==> src/rtl/disp_pkg.sv <==
// Shared types and constants for the display value converter.
// Holds the FSM state encoding and the double-dabble register geometry.
package disp_pkg;

  typedef enum logic [1:0] {
    IDLE = 2'd0,
    CONV = 2'd1,
    DONE = 2'd2
  } state_t;

  localparam int BCD_DIGITS = 5;
  localparam int CONV_ITERS = 16;
  localparam int SYMBOL_W   = 16;
  localparam int ITER_W     = 5;
  // Five BCD nibbles sit above the 16-bit binary operand.
  localparam int SHIFT_W    = BCD_DIGITS * 4 + SYMBOL_W;

endpackage

==> src/rtl/bcd_digit_adj.sv <==
// Double-dabble correction for one BCD nibble: add 3 when the digit is 5 or more,
// so the following left shift carries correctly into the next decade.
module bcd_digit_adj (
  input  logic [3:0] digit,
  output logic [3:0] adjusted
);

  always_comb begin
    adjusted = digit;
    if (digit >= 4'd5) begin
      adjusted = digit + 4'd3;
    end
  end

endmodule

==> src/rtl/disp_value_conv.sv <==
// Converts a 16-bit value to four display nibbles (hex pass-through or BCD via
// a 16-step double dabble) and generates the seven-segment scan clock.
module disp_value_conv
  import disp_pkg::*;
#(
  parameter int DIV_LOG2 = 16
) (
  input  logic                clk,
  input  logic                rst,
  input  logic                in_valid,
  output logic                in_ready,
  input  logic [SYMBOL_W-1:0] in_value,
  input  logic                in_dec,
  output logic [SYMBOL_W-1:0] symbol,
  output logic                ovf,
  output logic                led_clk,
  output state_t              fsm_state
);

  // Handshake: a value is taken on any rising edge where in_valid && in_ready.
  // in_ready is high only in IDLE and never while rst is high; in_valid may be
  // held or dropped freely, and inputs are ignored whenever no accept occurs.

  state_t                      state;
  state_t                      state_next;
  logic [SHIFT_W-1:0]          shift_reg;
  logic [ITER_W-1:0]           iter_cnt;
  logic [DIV_LOG2-1:0]         div_cnt;
  logic [BCD_DIGITS*4-1:0]     adj_bcd;
  logic [SHIFT_W-1:0]          adj_full;
  logic [SHIFT_W-1:0]          dabble_next;
  logic                        accept;

  assign accept = in_valid && in_ready;

  for (genvar g = 0; g < BCD_DIGITS; g++) begin : g_adj
    bcd_digit_adj u_adj (
      .digit    (shift_reg[SYMBOL_W + 4*g +: 4]),
      .adjusted (adj_bcd[4*g +: 4])
    );
  end

  assign adj_full    = {adj_bcd, shift_reg[SYMBOL_W-1:0]};
  assign dabble_next = {adj_full[SHIFT_W-2:0], 1'b0};

  always_ff @(posedge clk) begin
    if (rst) begin
      state <= IDLE;
    end else begin
      state <= state_next;
    end
  end

  always_comb begin
    state_next = state;
    case (state)
      IDLE:    if (accept && in_dec) state_next = CONV;
      CONV:    if (iter_cnt == ITER_W'(CONV_ITERS - 1)) state_next = DONE;
      DONE:    state_next = IDLE;
      default: state_next = IDLE;
    endcase
  end

  always_comb begin
    in_ready  = (state == IDLE) && !rst;
    fsm_state = state;
  end

  // symbol/ovf only move on a hex accept or in DONE, never mid-conversion.
  always_ff @(posedge clk) begin
    if (rst) begin
      symbol    <= '0;
      ovf       <= 1'b0;
      shift_reg <= '0;
      iter_cnt  <= '0;
      div_cnt   <= '0;
    end else begin
      div_cnt <= div_cnt + 1'b1;
      case (state)
        IDLE: begin
          if (accept) begin
            if (in_dec) begin
              shift_reg <= {{(BCD_DIGITS*4){1'b0}}, in_value};
              iter_cnt  <= '0;
            end else begin
              symbol <= in_value;
              ovf    <= 1'b0;
            end
          end
        end
        CONV: begin
          shift_reg <= dabble_next;
          iter_cnt  <= iter_cnt + 1'b1;
        end
        DONE: begin
          symbol <= shift_reg[SYMBOL_W +: SYMBOL_W];
          ovf    <= |shift_reg[SHIFT_W-1 -: 4];
        end
        default: ;
      endcase
    end
  end

  assign led_clk = div_cnt[DIV_LOG2-1];

endmodule
==> config.mk <==
export PLATFORM = sky130hd
export DESIGN_NAME = disp_value_conv
export DESIGN_NICKNAME = d
export VERILOG_FILES = /design/src/rtl/disp_pkg.sv /design/src/rtl/bcd_digit_adj.sv /design/src/rtl/disp_value_conv.sv
export SDC_FILE = /design/constraint.sdc
export NUM_CORES = 1
export LEC_CHECK = 0
export ABC_CLOCK_PERIOD_IN_PS = 1650
export BUFFER_PORTS_ARGS = -buffer_cell sky130_fd_sc_hd__buf_4
export CAP_MARGIN = 20
export CORE_MARGIN = 2
export CORE_UTILIZATION = 54
export CTS_BUF_LIST = sky130_fd_sc_hd__clkbuf_4
export DETAILED_ROUTE_END_ITERATION = 8
export PLACE_DENSITY = 0.88
export SYNTH_ARGS = -nofsm -noshare
export SYNTH_HDL_FRONTEND = slang
export SYNTH_HIERARCHICAL = 1
export SYNTH_SLANG_ARGS = --single-unit
==> constraint.sdc <==
create_clock -name clk -period 1.65 [get_ports clk]
set_clock_uncertainty 0.15 [all_clocks]
set_input_delay 0.33 -clock clk [delete_from_list [all_inputs] [get_ports clk]]
set_output_delay 0.33 -clock clk [all_outputs]
set_load 0.01 [all_outputs]
# Word-level counts from Yosys, hierarchy flattened
# Cells that the tools add are included.
# totals
ff_bits	76
latchBits	0
ramBits	0
rom_bits	0
out_inout_bits	21
memories	0
# op_classes
add_sub_neg	7
multipliers	0
n_div	0
order_cmp	5
eq_ne	8
n_shift	0
muxes	20
bitwise	0
reduce_logical	11
# op_table
operator	count
36-bit 2-to-1 mux	2
36-bit one-hot mux with 2 select lines	1
16-bit 2-to-1 mux	2
16-bit one-hot mux with 2 select lines	1
4-bit by 3-bit >= comparator with 1-bit output, second input constant	5
16-bit by 1-bit adder with 16-bit output, second input constant	1
4-bit by 2-bit adder with 4-bit output, second input constant	4
4-bit 2-to-1 mux	4
5-bit 2-to-1 mux	2
2-bit inequality test, second input constant	5
5-bit one-hot mux with 2 select lines	1
3-bit AND reduction	2
5-bit by 1-bit adder with 5-bit output, second input constant	1
5-bit by 4-bit equality test with 1-bit output, second input constant	1
2-bit 2-to-1 mux	2
2-bit one-hot mux with 2 select lines	1
2-bit nonzero test	2
4-bit OR reduction	1
3-bit by 2-bit adder with 3-bit output, second input constant	1
1-bit logical AND	3
3-bit 2-to-1 mux	1
2-bit by 1-bit equality test with 1-bit output, second input constant	1
2-bit equality test, second input constant	1
2-bit zero test	1
4 further kinds	5

# Logic depth before layout (Yosys ltp)
# Gate-level depths: netlist of run 1.
# depth
word_depth	6
ltp_mapped	7

# Modules after synthesis
# Netlist of run 1, hierarchy kept.
# by_module_without_submodules
module	instances	cells_each	area_each_um2	seq_area_each_um2
disp_value_conv	1	340	3081.7	1521.5
bcd_digit_adj	5	16	101.3	0.0

# Worst setup path after synthesis of run 1
# OpenSTA, ideal clock, no wires.
# synth_timing
path_type	input -> register
startpoint	in rst
endpoint	reg symbol[3]
setup_ns	0.120
arrival_ns	1.518
required_ns	1.380
path_slack_ns	-0.138
cell_stages	7
path_buffers	3
cell_sequence	buf_6 > or3b_1 > or3_1 > buf_2 > buf_6 > nor2_2 > nor3_2
# synth_via
elab_chain_len	5
# synth_lines
element	line_no	rtl
start, declared	disp_value_conv.sv:9	input logic rst,
1-bit zero test	disp_value_conv.sv:65	in_ready = (state == IDLE) && !rst;
1-bit logical AND	disp_value_conv.sv:65	
1-bit logical AND	disp_value_conv.sv:34	assign accept = in_valid && in_ready;
2-bit inequality test (no source line)	-	
3-bit AND reduction (no source line)	-	
end signal, assigned	disp_value_conv.sv:86	symbol <= in_value;
end signal, assigned	disp_value_conv.sv:96	symbol <= shift_reg[SYMBOL_W +: SYMBOL_W];
end, declared	disp_value_conv.sv:14	output logic [SYMBOL_W-1:0] symbol,
# Several ways; a longest one is shown, not always the timed one.
# A chain may end at the register's enable or synchronous reset.

# Worst setup path in the final report of run 1
# layout_timing
startpoint	reg state[0], in the netlist fsm_state[0]
endpoint	out in_ready
# layout_via
elab_chain_len	2
# layout_lines
element	line_no	rtl
start, declared	disp_value_conv.sv:24	state_t state;
start signal, assigned	disp_value_conv.sv:50	state <= state_next;
2-bit zero test	disp_value_conv.sv:65	
1-bit logical AND	disp_value_conv.sv:65	
end, declared	disp_value_conv.sv:11	output logic in_ready,
# Every way passes these cells.

==> results.cfg, run 1 <==
[status]
status = complete, no violations

[sta]
worst_pin_slew_ns = 0.369
slew_headroom_pct = 75.1
slew_viol_final = 0
setup_violations = 0
final-hold-violation-count = 0
fin_crit_ns = 1.61
rsz0062_at_grt = yes
fmax_ghz = 0.621
fin_crit_sh_pct = 97.5

[drt]
wire_per_inst_um = 14.7
drtPass1Iterations = 4
drt-total-wl_um = 8330
vias = 3189
drc_errors = 0
dr.first_iter.drc_count = 303
viasPerCell = 5.63
ant_nets = 0

[worst_setup_path]
rrSetupSlack_ns = 0.10
end_kind = primary output
crit_required_ns = 1.17
setup.worst_path.start = fsm_state[0]
critical_path_class = flop to primary output
ff2ff_path_depth = 5
reg2reg_to = symbol[9]
r2r_start = fsm_state[0]
crit_path_end = in_ready
worstSetupStartpointType = flop
crit_fanout = 6
cp.arrival_ns = 1.13

[floorplan]
fp.coreArea_sq_um = 6390
dieArea_sq_um = 7270
die-width_um = 85.3
start_util_pct = 55.9
die_h_um = 85.3
rows = 29
io_pins = 41

[logic_synthesis]
netlist_instances = 416
syn_area_per_cell_sq_um = 8.58
synth_warnings = 6
syn_nets = 449
syn_area_sq_um = 3570

[global_route]
antenna_found_initial = 0
grt-ovfl-total = 0
grt_max_degree = 28
grt_pass1_wl_um = 13900
grt_pass1_vias = 3064
grt_usage_pct = 23.7

[place]
placed_area_sq_um = 4170
place_inst = 546
place_hpwl_um = 5860
numPortBuffers = 40
gp_congestion = 0.854

[clocking]
path_clk_slew_ns = 0.11
root_buffer = clkbuf_4
cts_tree = built
cts_made_buffers = 9
htree_num_levels = 3
cts_max_path_buffers = 2
cts_sinks = 76
clkLatencyLatePin_ns = 0.43

[final_layout]
stdcell_area_sq_um = 4370
largest_reg_flops = 36
syn_to_final_growth_pct = 22.4
diodes = 0
drive_gt1_share_pct = 26.4
finalNonFillerCells = 566
layout.nets = 517

[pwr]
irDropWorstVdd_v = 0.000535
power.total_mw = 3.50
leakage_nw = 1.83
powerDensity_nw_per_um2 = 801

[worst_hold_path]
min_from = in_value[0]
hold_class = input port to flop

[run]
cap_violations = 0
[critical path, cell delays in order, from the launching register on]
cell     delay (ns)
dfxtp_4        0.39
nor3_4         0.19
buf_6          0.13
[layer usage]
layer	GRT usage [%]	routed length [um]	vias up
li1	-	-	1601
met1	28.1	3590	1511
met2	40.8	4290	63
met3	7.10	337	14
met4	8.23	125	0
met5	0	0	-
[repair_timing]
item                       in CTS  in global routing
resized for setup               6                  9
setup endpoints to repair       4                  8
hold buffers                    0                  0
pin swaps                       0                  4
buffers inserted                2                  2
[report_power, final]
group	total (mW)	internal, mW	switching, mW
Sequential	1.95	1.91	0.0442
Clock	1.11	0.464	0.641
Combinational	0.445	0.213	0.232
[stage by stage]
| step | TNS (ns) | setup slack [ns] | utilization, % | hold slack (ns) |
|---|---|---|---|---|
| after floorplan | -1.36 | -0.136 | - | 0.291 |
| after global placement | -2.08 | -0.112 | 65.3 | 0.314 |
| after detailed placement | -2.91 | -0.141 | 65.3 | 0.319 |
| after CTS | 0 | 0.00213 | 67.9 | 0.0247 |
| after global routing | -0.0365 | -0.0365 | 68.4 | 0.0200 |
| final | 0 | 0.0407 | 68.4 | 0.0482 |
[worst min path at each step]
stage,end,slack [ns],cells past startpoint
final,symbol[0],0.05,3
after detailed placement,shift_reg[16],0.32,1
after floorplan,div_cnt[0],0.29,1
after global placement,shift_reg[8],0.31,2
after CTS,symbol[11],0.02,3
after global routing,symbol[11],0.02,3
[cell type report]
| type | count | area, sq um |
|---|---|---|
| sequential | 76 | 1540 |
| multi-input combinational | 293 | 1870 |
| inverter | 23 | 86.3 |
| timing repair buffer | 81 | 649 |
| tap | 77 | 96.3 |
| clock buffer | 10 | 75.1 |
| fill | 467 | 2020 |
| clock inverter | 6 | 55.1 |
[cell usage in the layout, fill, tap and decap left out, types with 3 or more instances in the layout]
cell	n
inv_1	22
mux2_2	3
buf_12	3
o31ai_1	7
nand2b_1	17
clkbuf_4	10
o21ai_0	23
nand3_1	8
ha_1	13
xor2_1	7
clkinv_1	3
dfxtp_2	6
o221a_2	8
nor3_1	23
nand4_1	7
xnor2_1	9
or3_1	3
o21ai_1	4
nor2_1	55
buf_4	77
a22o_1	21
a221oi_1	7
dfxtp_1	68
nor2_2	4
and3_1	4
a21oi_1	13
nor4_1	3
nand2_1	26
a21oi_2	6
mux2i_1	5
No activity file was read; power rests on OpenSTA's default activity.
==> run 2: changes to the inputs <==
--- a/config.mk
+++ b/config.mk
@@ -9,11 +9,10 @@
 export BUFFER_PORTS_ARGS = -buffer_cell sky130_fd_sc_hd__buf_4
 export CAP_MARGIN = 20
 export CORE_MARGIN = 2
-export CORE_UTILIZATION = 54
+export CORE_UTILIZATION = 55
 export CTS_BUF_LIST = sky130_fd_sc_hd__clkbuf_4
 export DETAILED_ROUTE_END_ITERATION = 8
-export PLACE_DENSITY = 0.88
+export PLACE_DENSITY = 0.89
 export SYNTH_ARGS = -nofsm -noshare
 export SYNTH_HDL_FRONTEND = slang
-export SYNTH_HIERARCHICAL = 1
 export SYNTH_SLANG_ARGS = --single-unit
==> run 2 against run 1 <==
The run now ends with negative setup slack left; clock power decreased by 5%; sequential share of layout area shrank 0.29 points; clock-buffer cell count fell by 1; die area down 0.52%; largest power group unchanged.
==> results.cfg, run 2 <==
[drt]
viasPerCell = 5.79
vias = 3223
ant_nets = 0
drt-total-wl_um = 8600
drc_errors = 0
drtPass1Iterations = 5
wire_per_inst_um = 15.4
dr.first_iter.drc_count = 175

[logic_synthesis]
syn_area_per_cell_sq_um = 8.82
syn_nets = 443
synth_edf_count = 0
syn_area_sq_um = 3610
yosysUniqueCellTypes = 37
async_reset_ff_share_pct = 0
synth.area.top_cells = dfxtp_1 42%, nor2_1 6.0%, a211oi_2 4.8%
synth_area_leader_cell = dfxtp_1
synth_warnings = 0
ys_top_cells_by_count = 76 x dfxtp_1, 58 x nor2_1, 38 x nand2_1
netlist_instances = 410
post-synth-top-count-cell = dfxtp_1
ys_seq_elements = 76
yosys.area.top_type_share_pct = 42.1
ys_seq_area_share_pct = 42.1
synth_ff_type = dfxtp_1

[sta]
fin_crit_sh_pct = 102
slew_headroom_pct = 62.9
worst_slack_ns = -0.0338
fin_crit_ns = 1.68
final-hold-violation-count = 0
worst_pin_slew_ns = 0.556
slew_viol_final = 0
rsz0062_at_grt = yes
fmax_ghz = 0.594
setup_violations = 1

[worst_setup_path]
cp_num_buf_inv = 2
cp.arrival_ns = 1.20
crit_family = flip-flops
end_kind = primary output
critPathMaxStageDelay_ns = 0.35
crit_path_top_delay_cell = dfxtp_2
crit_required_ns = 1.17
crit_fanout = 3
worstSetupStartpointType = flop
critical_path_class = flop to primary output
cp_cell_sequence = nor3_2 > buf_4 > buf_6
rrSetupSlack_ns = 0.09

[clocking]
clkLatencyLatePin_ns = 0.45
root_buffer = clkbuf_4
htree_num_levels = 3
cts_tree = built
cts_made_buffers = 9
cts_max_path_buffers = 2
cts_sinks = 76
path_clk_slew_ns = 0.13

[final_layout]
drive_gt1_share_pct = 25.8
final_cell_mix = 64 x dfxtp_1, 63 x buf_4, 58 x nor2_1
largest_reg_flops = 36
layout.nets = 508
layout_commonest_cell = dfxtp_1
diodes = 0
final_util_pct = 69.6
syn_to_final_growth_pct = 22.3
finalNonFillerCells = 557

[pwr]
leakage_nw = 1.76
powerDensity_nw_per_um2 = 764
irDropWorstVdd_v = 0.000596

[floorplan]
fp.coreArea_sq_um = 6350
dieArea_sq_um = 7240
rows = 29
die-width_um = 85.1
die_h_um = 85.1
io_pins = 41
start_util_pct = 56.9

[worst_hold_path]
hold_class = input port to flop

[global_route]
grt_pass1_wl_um = 14600
grt-ovfl-total = 0
grt_max_degree = 46
grt_usage_pct = 25.0
antenna_found_initial = 0
grt_pass1_vias = 3175

[place]
gp_congestion = 0.790
numPortBuffers = 40
place_hpwl_um = 5500
place_inst = 523
dp_slack_ns = -0.130

[status]
violations = negative setup slack
status = finished, violations left

[run]
cap_violations = 0
==> run 2: repair_timing <==
action / 4_1_cts / 5_1_grt
resized for setup: 5 / 20
setup buffers: 2 / 4
hold buffers: 12 / 0
endpoints found under the hold margin: 12 / 0
pin swaps: 1 / 8
setup endpoints to repair: 3 / 15
==> run 2: report_power, final <==
group | internal (mW) | switching, mW | total [mW]
Sequential | 1.89 | 0.0361 | 1.93
Combinational | 0.184 | 0.204 | 0.388
Clock | 0.329 | 0.733 | 1.06
Total | 2.40 | 0.973 | 3.38
==> run 2: path summary, 6_finish.rpt <==
check,start,endpoint,cells past startpoint
setup / recovery,fsm_state[0],in_ready,3
setup reg to reg,fsm_state[0],shift_reg[7],6
hold reg to reg,div_cnt[0],div_cnt[0],1
hold / removal,in_value[11],shift_reg[11],3
==> run 2: logic make-up after synthesis <==
logic type,after synthesis,share of synthesized area [%]
and+or+nand+nor,158,20.9
AOI/OAI and AO/OA,93,19.2
DFF,76,42.1
buffers and inverters,39,5.37
xor gates and xnor gates,18,4.36
muxes,13,3.60
adders and majority gates,13,4.50
==> run 2: per-stage QoR <==
step / hold WS [ns] / TNS, ns / power, mW / cell area, sq um
after global placement: 0.278 / -0.741 / 2.31 / 4070
after CTS: 0.00289 / -0.0553 / 3.40 / 4340
after floorplan: 0.268 / 0 / 2.17 / 3610
after detailed placement: 0.287 / -1.43 / 2.32 / 4070
after global routing: 0.0152 / -0.0860 / 3.51 / 4420
final: 0.0247 / -0.0338 / 3.38 / 4420
==> run 2: worst register-to-register path: cells and delay by family (launching register included) <==
kind,cells,cell delay (ns)
flip-flops,1,0.35
AND/OR/NAND/NOR,3,0.40
AO/OA/AOI/OAI,1,0.29
buffers and inverters,2,0.30
==> run 2: final cells by class <==
type,instances,area [sq um]
inverters,14,52.6
clock inverters,7,57.6
fillers,467,1930
flip-flops and latches,76,1540
multi-input cells,295,1940
repair buffers,79,664
well taps,77,96.3
clock buffers,9,67.6
==> run 2: metal layers <==
metal	share of wire (%)	track usage, %	vias up
li1	-	-	1565
met4	1.3	6.64	0
met2	51	44.1	82
met3	4.7	7.20	13
met5	0	0	-
met1	43	29.8	1563
==> run 3: changes to the inputs <==
--- a/config.mk
+++ b/config.mk
@@ -12,6 +12,7 @@
 export CORE_UTILIZATION = 55
 export CTS_BUF_LIST = sky130_fd_sc_hd__clkbuf_4
 export DETAILED_ROUTE_END_ITERATION = 8
+export HOLD_SLACK_MARGIN = 0.15
 export PLACE_DENSITY = 0.89
 export SYNTH_ARGS = -nofsm -noshare
 export SYNTH_HDL_FRONTEND = slang
==> run 3 against run 2 <==
Critical path depth unchanged; critical path type unchanged; design area increased by 0.17%; die area unchanged; worst setup slack improved by 0.0067 ns; fmax increased by 0.40%; power about the same; global-route usage increased by 0.14 points; wire length decreased by 0.15%; sequential cell count unchanged; sequential power about the same; the flow still finishes with violations (negative setup slack); final cell count unchanged; via count decreased by 1.3%.
==> results.cfg, run 3 (synthesis gave the netlist of run 2 again) <==
[sta]
fmax_ghz = 0.596
setup_violations = 1
hold_slack_ns = 0.294
final-hold-violation-count = 0
slew_viol_final = 0
fin_crit_ns = 1.68
fin_crit_sh_pct = 102
worst_slack_ns = -0.0271
slew_headroom_pct = 62.6
worst_pin_slew_ns = 0.561
rsz0062_at_grt = yes

[drt]
wire_per_inst_um = 15.4
ant_nets = 0
viasPerCell = 5.71
wl_met2_um = 4380
met1_length_um = 3590
top_layer_used = met4
drtPass1Iterations = 4
drt-total-wl_um = 8580
vias = 3180
dr_wl_met3_um = 519
drc_errors = 0
dr.first_iter.drc_count = 179

[worst_setup_path]
end_kind = primary output
critPathMaxStageDelay_ns = 0.35
crit_fanout = 3
crit_family = flip-flops
cp_cell_sequence = nor3_2 > buf_4 > buf_6
cp_num_buf_inv = 2
critical_path_class = flop to primary output
cp.arrival_ns = 1.20
crit_required_ns = 1.17
crit_path_top_delay_cell = dfxtp_2
worstSetupStartpointType = flop

[final_layout]
diodes = 0
fillers = 462
final_util_pct = 69.7
syn_to_final_growth_pct = 22.5
stdcell_area_sq_um = 4430
finalNonFillerCells = 557
largest_reg_flops = 36
final_cell_mix = 64 x dfxtp_1, 59 x buf_4, 58 x nor2_1
layout.nets = 508
layout_commonest_cell = dfxtp_1
drive_gt1_share_pct = 25.0

[status]
violations = negative setup slack
status = finished, violations left

[floorplan]
rows = 29
die-width_um = 85.1
dieArea_sq_um = 7240
io_pins = 41
die_h_um = 85.1
fp.coreArea_sq_um = 6350
start_util_pct = 56.9

[clocking]
cts_tree = built
clkLatencyLatePin_ns = 0.44
htree_num_levels = 3
root_buffer = clkbuf_4
cts_sinks = 76
path_clk_slew_ns = 0.13
cts_made_buffers = 9
cts_max_path_buffers = 2

[run]
cap_violations = 0

[global_route]
grt_usage_pct = 25.2
grt_pass1_wl_um = 14700
grt_pass1_vias = 3184
grt-ovfl-total = 0
antenna_found_initial = 0
grt_max_degree = 46

[place]
numPortBuffers = 40
place_inst = 523
gp_congestion = 0.790
placed_area_sq_um = 4070
place_hpwl_um = 5500
dp_slack_ns = -0.130

[pwr]
irDropWorstVdd_v = 0.000596
leakage_nw = 1.75
powerDensity_nw_per_um2 = 763

[worst_hold_path]
hold_class = input port to flop
run 3: cell count changes in the layout (fill, tap and decap cells not counted), sizes merged:
cell / previous run / this run
buf: 67 / 63
dlygate4sd3: 12 / 16
run 3: area by class of cell:
type / instances / area (sq um) / share of cell area (%)
Multi-Input combinational cell: 295 / 1940 / 43.8
Clock buffer: 9 / 67.6 / 1.53
Timing Repair Buffer: 79 / 674 / 15.2
Clock inverter: 7 / 57.6 / 1.30
Inverter: 14 / 52.6 / 1.19
Sequential cell: 76 / 1540 / 34.8
Tap cell: 77 / 96.3 / 2.18
run 3: path summary, 6_finish.rpt:
| path | start | end | slack [ns] | depth (start not counted) |
|---|---|---|---|---|
| hold / removal | rst | symbol[15] | 0.29 | 4 |
| hold reg to reg | div_cnt[0] | div_cnt[0] | 0.32 | 1 |
| setup reg to reg | div_cnt[5] | div_cnt[15] | 0.08 | 4 |
| setup / recovery | fsm_state[0] | in_ready | -0.03 | 3 |
run 3: what timing repair did:
item	CTS	global route
gates resized for setup	5	19
endpoints found under the hold margin	32	0
buffers inserted	2	0
hold buffers	16	0
pin swaps	1	7
setup endpoints to repair	3	15
run 3: worst min-delay path: cells and delay by family:
kind	cells	cell delay, ns
compound gates	1	0.05
buf+inv	3	0.44
run 3: per-layer routing:
layer / global-route usage (%) / vias up
met5: 0 / -
met4: 5.92 / 0
met3: 7.20 / 10
met2: 45.1 / 92
met1: 29.7 / 1516
li1: - / 1562
run 3: report_power, final:
group	internal [mW]	switching (mW)	leakage [nW]
combinational	0.190	0.207	1.07
clock	0.329	0.726	0.0600
sequential	1.89	0.0358	0.623
run 3: metrics by stage:
step	power (mW)	setup TNS, ns
6_report	3.38	-0.0271
3_5_place_dp	2.32	-1.43
5_1_grt	3.52	-0.0775
3_3_place_gp	2.31	-0.741
2_1_floorplan	2.17	0
4_1_cts	3.41	-0.0553
